`config.mk`:
```
export PLATFORM = sky130hd
export DESIGN_NAME = mc_control_fsm
export DESIGN_NICKNAME = d
export VERILOG_FILES = /design/src/rtl/cpu_ctrl_pkg.sv /design/src/rtl/mc_opcode_decode.sv /design/src/rtl/mc_control_fsm.sv
export SDC_FILE = /design/constraint.sdc
export NUM_CORES = 1
export LEC_CHECK = 0
export BUFFER_PORTS_ARGS = -buffer_cell sky130_fd_sc_hd__buf_2
export CAP_MARGIN = 20
export CORE_UTILIZATION = 40
export CTS_BUF_LIST = sky130_fd_sc_hd__clkbuf_8
export CTS_CLUSTER_DIAMETER = 50
export CTS_CLUSTER_SIZE = 16
export DETAILED_ROUTE_END_ITERATION = 8
export GPL_TIMING_DRIVEN = 1
export PLACE_DENSITY = 0.77
export SETUP_SLACK_MARGIN = 0.02
export SLEW_MARGIN = 20
export SYNTH_ARGS = -nofsm -noshare
export SYNTH_HDL_FRONTEND = slang
export SYNTH_SLANG_ARGS = --single-unit
```
`constraint.sdc`:
```
create_clock -name clk_i -period 2.2 [get_ports clk_i]
set_input_delay 0.11 -clock clk_i [delete_from_list [all_inputs] [get_ports clk_i]]
set_output_delay 0.11 -clock clk_i [all_outputs]
set_load 0.03 [all_outputs]
```
`src/rtl/cpu_ctrl_pkg.sv`:
```
// Shared encodings for the multi-cycle RV32I controller and its datapath muxes.
// The TRAP state exists only when ILLEGAL_TRAP_EN is defined.
package cpu_ctrl_pkg;

    localparam logic [6:0] OP_LOAD   = 7'b0000011;
    localparam logic [6:0] OP_STORE  = 7'b0100011;
    localparam logic [6:0] OP_RTYPE  = 7'b0110011;
    localparam logic [6:0] OP_ITYPE  = 7'b0010011;
    localparam logic [6:0] OP_BRANCH = 7'b1100011;
    localparam logic [6:0] OP_JAL    = 7'b1101111;
    localparam logic [6:0] OP_JALR   = 7'b1100111;
    localparam logic [6:0] OP_LUI    = 7'b0110111;

    localparam logic [2:0] IMM_I = 3'd0;
    localparam logic [2:0] IMM_S = 3'd1;
    localparam logic [2:0] IMM_B = 3'd2;
    localparam logic [2:0] IMM_J = 3'd3;
    localparam logic [2:0] IMM_U = 3'd4;

    localparam logic [1:0] SRCA_PC    = 2'b00;
    localparam logic [1:0] SRCA_OLDPC = 2'b01;
    localparam logic [1:0] SRCA_RS1   = 2'b10;
    localparam logic [1:0] SRCA_ZERO  = 2'b11;

    localparam logic [1:0] SRCB_RS2  = 2'b00;
    localparam logic [1:0] SRCB_IMM  = 2'b01;
    localparam logic [1:0] SRCB_FOUR = 2'b10;

    localparam logic [1:0] ALUOP_ADD   = 2'b00;
    localparam logic [1:0] ALUOP_SUB   = 2'b01;
    localparam logic [1:0] ALUOP_FUNCT = 2'b10;

    localparam logic [1:0] RES_ALUOUT    = 2'b00;
    localparam logic [1:0] RES_READDATA  = 2'b01;
    localparam logic [1:0] RES_ALURESULT = 2'b10;

    typedef enum logic [3:0] {
        S_FETCH,
        S_DECODE,
        S_MEMADR,
        S_MEMREAD,
        S_MEMWB,
        S_MEMWRITE,
        S_EXECR,
        S_EXECI,
        S_ALUWB,
        S_BRANCH,
        S_JAL,
        S_JALR,
        S_JALRLINK,
        S_LUI
`ifdef ILLEGAL_TRAP_EN
        , S_TRAP
`endif
    } state_t;

    typedef enum logic [3:0] {
        CLS_LOAD,
        CLS_STORE,
        CLS_RTYPE,
        CLS_ITYPE,
        CLS_BRANCH,
        CLS_JAL,
        CLS_JALR,
        CLS_LUI,
        CLS_ILLEGAL
    } instr_class_t;

    // Immediate format is a pure function of the opcode, independent of FSM state.
    function automatic logic [2:0] imm_src_of(input logic [6:0] opcode);
        case (opcode)
            OP_STORE:  return IMM_S;
            OP_BRANCH: return IMM_B;
            OP_JAL:    return IMM_J;
            OP_LUI:    return IMM_U;
            default:   return IMM_I;
        endcase
    endfunction

endpackage

```
`src/rtl/mc_opcode_decode.sv`:
```
// Combinational opcode decode: immediate format, instruction class, illegal flag.
module mc_opcode_decode
    import cpu_ctrl_pkg::*;
(
    input  logic [31:0] instr_i,
    output logic [2:0]  imm_src,
    output logic [3:0]  cls,
    output logic        illegal
);

    logic [6:0] opcode;
    logic       unused_bits;

    assign opcode      = instr_i[6:0];
    assign imm_src     = imm_src_of(opcode);
    assign unused_bits = ^{instr_i[31:15], instr_i[12:7]};

    always_comb begin
        cls = CLS_ILLEGAL;
        case (opcode)
            OP_LOAD:   cls = CLS_LOAD;
            OP_STORE:  cls = CLS_STORE;
            OP_RTYPE:  cls = CLS_RTYPE;
            OP_ITYPE:  cls = CLS_ITYPE;
            // only beq/bne are implemented
            OP_BRANCH: cls = (instr_i[14:13] == 2'b00) ? CLS_BRANCH : CLS_ILLEGAL;
            OP_JAL:    cls = CLS_JAL;
            OP_JALR:   cls = CLS_JALR;
            OP_LUI:    cls = CLS_LUI;
            default:   cls = CLS_ILLEGAL;
        endcase
    end

    assign illegal = (cls == CLS_ILLEGAL);

endmodule

```
`src/rtl/mc_control_fsm.sv`:
```
// Multi-cycle main controller: fetch/decode/execute/memory/writeback sequencing.
// ILLEGAL_TRAP_EN: illegal instructions park the FSM in TRAP with a sticky flag.
module mc_control_fsm
    import cpu_ctrl_pkg::*;
(
    input  logic        clk_i,
    input  logic        rst_i,
    input  logic [31:0] instr_i,
    input  logic        zero_i,
    input  logic        mem_ready_i,
    output logic [2:0]  ImmSrc_o,
    output logic [1:0]  ALUSrcA_o,
    output logic [1:0]  ALUSrcB_o,
    output logic [1:0]  ALUOp_o,
    output logic [1:0]  ResultSrc_o,
    output logic        AdrSrc_o,
    output logic        MemRead_o,
    output logic        MemWrite_o,
    output logic        IRWrite_o,
    output logic        PCWrite_o,
    output logic        RegWrite_o,
    output logic        illegal_o
);

    state_t     state, state_nxt;
    logic [2:0] imm_src;
    logic [3:0] cls;
    logic       dec_illegal;
    logic       mem_read, mem_write, ir_write, pc_write, reg_write;

    mc_opcode_decode u_dec (
        .instr_i (instr_i),
        .imm_src (imm_src),
        .cls     (cls),
        .illegal (dec_illegal)
    );

    assign ImmSrc_o = imm_src;

    always_ff @(posedge clk_i) begin
        if (rst_i) state <= S_FETCH;
        else       state <= state_nxt;
    end

    always_comb begin
        state_nxt   = state;
        ALUSrcA_o   = SRCA_PC;
        ALUSrcB_o   = SRCB_RS2;
        ALUOp_o     = ALUOP_ADD;
        ResultSrc_o = RES_ALUOUT;
        AdrSrc_o    = 1'b0;
        mem_read    = 1'b0;
        mem_write   = 1'b0;
        ir_write    = 1'b0;
        pc_write    = 1'b0;
        reg_write   = 1'b0;
        case (state)
            S_FETCH: begin
                mem_read    = 1'b1;
                ALUSrcB_o   = SRCB_FOUR;
                ResultSrc_o = RES_ALURESULT;
                if (mem_ready_i) begin
                    ir_write  = 1'b1;
                    pc_write  = 1'b1;
                    state_nxt = S_DECODE;
                end
            end
            S_DECODE: begin
                // ALUOut captures OldPC+imm: the branch/JAL target
                ALUSrcA_o = SRCA_OLDPC;
                ALUSrcB_o = SRCB_IMM;
                case (cls)
                    CLS_LOAD, CLS_STORE: state_nxt = S_MEMADR;
                    CLS_RTYPE:           state_nxt = S_EXECR;
                    CLS_ITYPE:           state_nxt = S_EXECI;
                    CLS_BRANCH:          state_nxt = S_BRANCH;
                    CLS_JAL:             state_nxt = S_JAL;
                    CLS_JALR:            state_nxt = S_JALR;
                    CLS_LUI:             state_nxt = S_LUI;
`ifdef ILLEGAL_TRAP_EN
                    default:             state_nxt = S_TRAP;
`else
                    default:             state_nxt = S_FETCH;
`endif
                endcase
            end
            S_MEMADR: begin
                ALUSrcA_o = SRCA_RS1;
                ALUSrcB_o = SRCB_IMM;
                state_nxt = (cls == CLS_STORE) ? S_MEMWRITE : S_MEMREAD;
            end
            S_MEMREAD: begin
                mem_read = 1'b1;
                AdrSrc_o = 1'b1;
                if (mem_ready_i) state_nxt = S_MEMWB;
            end
            S_MEMWB: begin
                ResultSrc_o = RES_READDATA;
                reg_write   = 1'b1;
                state_nxt   = S_FETCH;
            end
            S_MEMWRITE: begin
                mem_write = 1'b1;
                AdrSrc_o  = 1'b1;
                if (mem_ready_i) state_nxt = S_FETCH;
            end
            S_EXECR: begin
                ALUSrcA_o = SRCA_RS1;
                ALUSrcB_o = SRCB_RS2;
                ALUOp_o   = ALUOP_FUNCT;
                state_nxt = S_ALUWB;
            end
            S_EXECI: begin
                ALUSrcA_o = SRCA_RS1;
                ALUSrcB_o = SRCB_IMM;
                ALUOp_o   = ALUOP_FUNCT;
                state_nxt = S_ALUWB;
            end
            S_ALUWB: begin
                ResultSrc_o = RES_ALUOUT;
                reg_write   = 1'b1;
                state_nxt   = S_FETCH;
            end
            S_BRANCH: begin
                ALUSrcA_o = SRCA_RS1;
                ALUSrcB_o = SRCB_RS2;
                ALUOp_o   = ALUOP_SUB;
                // funct3[0] flips beq into bne
                pc_write  = zero_i ^ instr_i[12];
                state_nxt = S_FETCH;
            end
            S_JAL, S_JALRLINK: begin
                ALUSrcA_o = SRCA_OLDPC;
                ALUSrcB_o = SRCB_FOUR;
                pc_write  = 1'b1;
                state_nxt = S_ALUWB;
            end
            S_JALR: begin
                ALUSrcA_o = SRCA_RS1;
                ALUSrcB_o = SRCB_IMM;
                state_nxt = S_JALRLINK;
            end
            S_LUI: begin
                ALUSrcA_o = SRCA_ZERO;
                ALUSrcB_o = SRCB_IMM;
                state_nxt = S_ALUWB;
            end
`ifdef ILLEGAL_TRAP_EN
            S_TRAP: state_nxt = S_TRAP;
`endif
            default: state_nxt = S_FETCH;
        endcase
    end

    // Strobes drop in the reset cycle itself so an abandoned access is withdrawn at once.
    assign MemRead_o  = mem_read  & ~rst_i;
    assign MemWrite_o = mem_write & ~rst_i;
    assign IRWrite_o  = ir_write  & ~rst_i;
    assign PCWrite_o  = pc_write  & ~rst_i;
    assign RegWrite_o = reg_write & ~rst_i;

`ifdef ILLEGAL_TRAP_EN
    logic illegal_q;

    always_ff @(posedge clk_i) begin
        if (rst_i)                              illegal_q <= 1'b0;
        else if (state == S_DECODE && dec_illegal) illegal_q <= 1'b1;
    end

    assign illegal_o = illegal_q;
`else
    logic unused_illegal;

    assign unused_illegal = dec_illegal;
    assign illegal_o      = 1'b0;
`endif

endmodule
```
==> results.tsv <==
metric	value	unit
Die Y	47.5	um
Residual DRC	0	
initial antenna violation count	0	
Tmin final	1920	ps
Fill cells	216	
Clock Path Buffers	2	
GRT overflow	0	
Routability Congestion	0.897	
most common cell after layout, fill and taps aside	buf_2	
Seq/Total Area, Yosys	0.0968	
CP Capture Type	register	
setup violators final	0	
Setup TNS	0	ps
Vias/cell	5.64	
Worst EP arrival	2040	ps
clk_lat worst skew	210	ps
DR WL/cell	12.5	um
Post-CTS Repair Setup Buffers	0	
nets	191	
area of the multi-input gates	681	um2
Root Buffer Master	clkbuf_8	
post-detail-place hpwl	1710	um
RSZ-0062 raised after global routing	false	
Crit Path Class	input port to register	
Overall Global Routing Usage	0.210	
Mean Syn Cell Area	6.62	um2
DR pass1 iterations	4	
status	finished clean	
Max Cap Viol	0	
Hold Buf Count CTS	0	
Clock Pin Slew Worst Setup and Hold Paths	30	ps
share of layout cells above drive strength 1	0.325	
Hold Crit Class	input port to register	
Leakage	0.478	nW
Syn. warnings	0	
Starting DRT DRC Count	14	
PwrDens	335	nW/um2
FFs w/ async S/R, synth	0	
count of state elements after synthesis	4	
Top FF cell, synth	dfxtp_1	
Diodes inserted	0	
Syn Nets	163	
EDFF count, synth	0	
Slew Viols, Final	0	
DRT Wirelength	2220	um
worst-path maximum fanout	6	
Cell variety after synth	46	
Hold Violations, Final	0	
htree depth	1	
CP startpoint kind	input port	
pin count of the biggest net entering global routing	22	
CTS Buf Count	3	
biggest regs	state (4)	
via count	1004	
vias in the first global route	839	
Synth Instances	125	
TritonCTS clock tree	done	
Synth Cell Area	827	um2
IO buf count	30	
Post-Route Utilization	0.533	
Final Cycle Share	0.871	
row count	16	
clk_skew	0.240	ps
Clock Sinks	4	
DRT antenna net count	0	
Max Freq	522	MHz
VDD IR max	0.222	mV
Starting Density	0.422	
post-CTS sizing	0	
Sequential Area	80.1	um2
Area Growth Syn to Fin	26.5	%
Final WS setup	283	ps
IO Pins	54	
max FFs per register	4	
Die ar.	2250	um2
Place WS	55.0	ps
most frequent cells in the layout	buf_2 (30), nand2_1 (15), a21oi_1 (11)	
Critical Path RT	2320	ps
first-pass GRT wire length	3450	um
Core Region	1960	um2
register with the most flip-flops	state	
Die Wd	47.5	um
cells in the mapped netlist (2+ instances only):
cell       number  share of area
a211oi_1        2          0.018
a21oi_1        11          0.067
and3b_1         2          0.021
buf_1           3          0.014
clkbuf_1        7          0.032
dfxtp_1         4          0.097
ha_1            2          0.030
inv_1           4          0.018
nand2_1        15          0.068
nand2b_1        5          0.038
nand3_1         3          0.018
nand3b_1        4          0.036
nor2_1          6          0.027
nor2b_1         4          0.030
nor3_1          6          0.036
nor4_1          4          0.030
nor4b_1         2          0.021
o2111ai_1       2          0.021
o21ai_0         4          0.024
o31ai_1         3          0.027
or2_2           4          0.030
xnor2_1         2          0.021
xor2_1          3          0.032
worst max-delay path: stages:
cell	delay, ps
buf_2	130
and4b_1	230
a21boi_2	170
or2_2	320
ha_1	210
nor4b_1	140
a22o_1	210
or2_2	270
a211oi_1	240
cell families (layout without fill, tap and decap cells):
kind of cell | after synthesis | after routing | share of synthesized area
AO/OA/AOI/OAI | 34 | 34 | 0.295
XOR/XNOR | 5 | 5 | 0.0530
adder cells (fa/ha/maj) | 2 | 2 | 0.0303
buffers and inverters | 17 | 43 | 0.0923
flip-flops | 4 | 4 | 0.0968
other | 1 | 1 | 0.00453
AND/OR/NAND/NOR | 62 | 62 | 0.428
metrics by stage:
step	area, um2	std cells	hold WS, ps	power (W)
finish	1050	178	209	0.000350
global route	1050	178	220	0.000371
CTS	1050	178	201	0.000353
detailed placement	1000	175	427	0.000199
global placement	1000	175	427	0.000194
floorplan	837	125	364	0.000161
path summary, 6_finish.rpt:
kind                            endpoint       start  slack (ps)  cells past startpoint
worst max-delay path            state[1]  instr_i[1]         280                      9
worst max register to register  state[2]    state[3]         450                      4
worst min-delay path            state[3]       rst_i         210                      2
worst min register to register  state[3]    state[2]         720                      4
report_power, final:
group | switching, W | total, W | internal, W | leakage, nW
clock | 0.0000350 | 0.000151 | 0.000116 | 0.0216
combinational | 0.0000787 | 0.000124 | 0.0000452 | 0.424
sequential | 0.000000610 | 0.0000752 | 0.0000745 | 0.0325
total | 0.000114 | 0.000350 | 0.000236 | 0.478
per-layer routing:
layer	share of wire	GRT usage
met1	0.45	0.245
met2	0.50	0.392
met3	0.037	0.0264
met4	0.0086	0.0686
met5	0	0
final cells by class:
| cell class | count | area share |
|---|---|---|
| clock buffer | 3 | 0.0395 |
| inverter | 4 | 0.0144 |
| multi-input combinational | 104 | 0.651 |
| sequential | 4 | 0.0766 |
| tap | 27 | 0.0323 |
| timing repair buffer | 36 | 0.187 |
No activity file was read; power rests on OpenSTA's default activity.
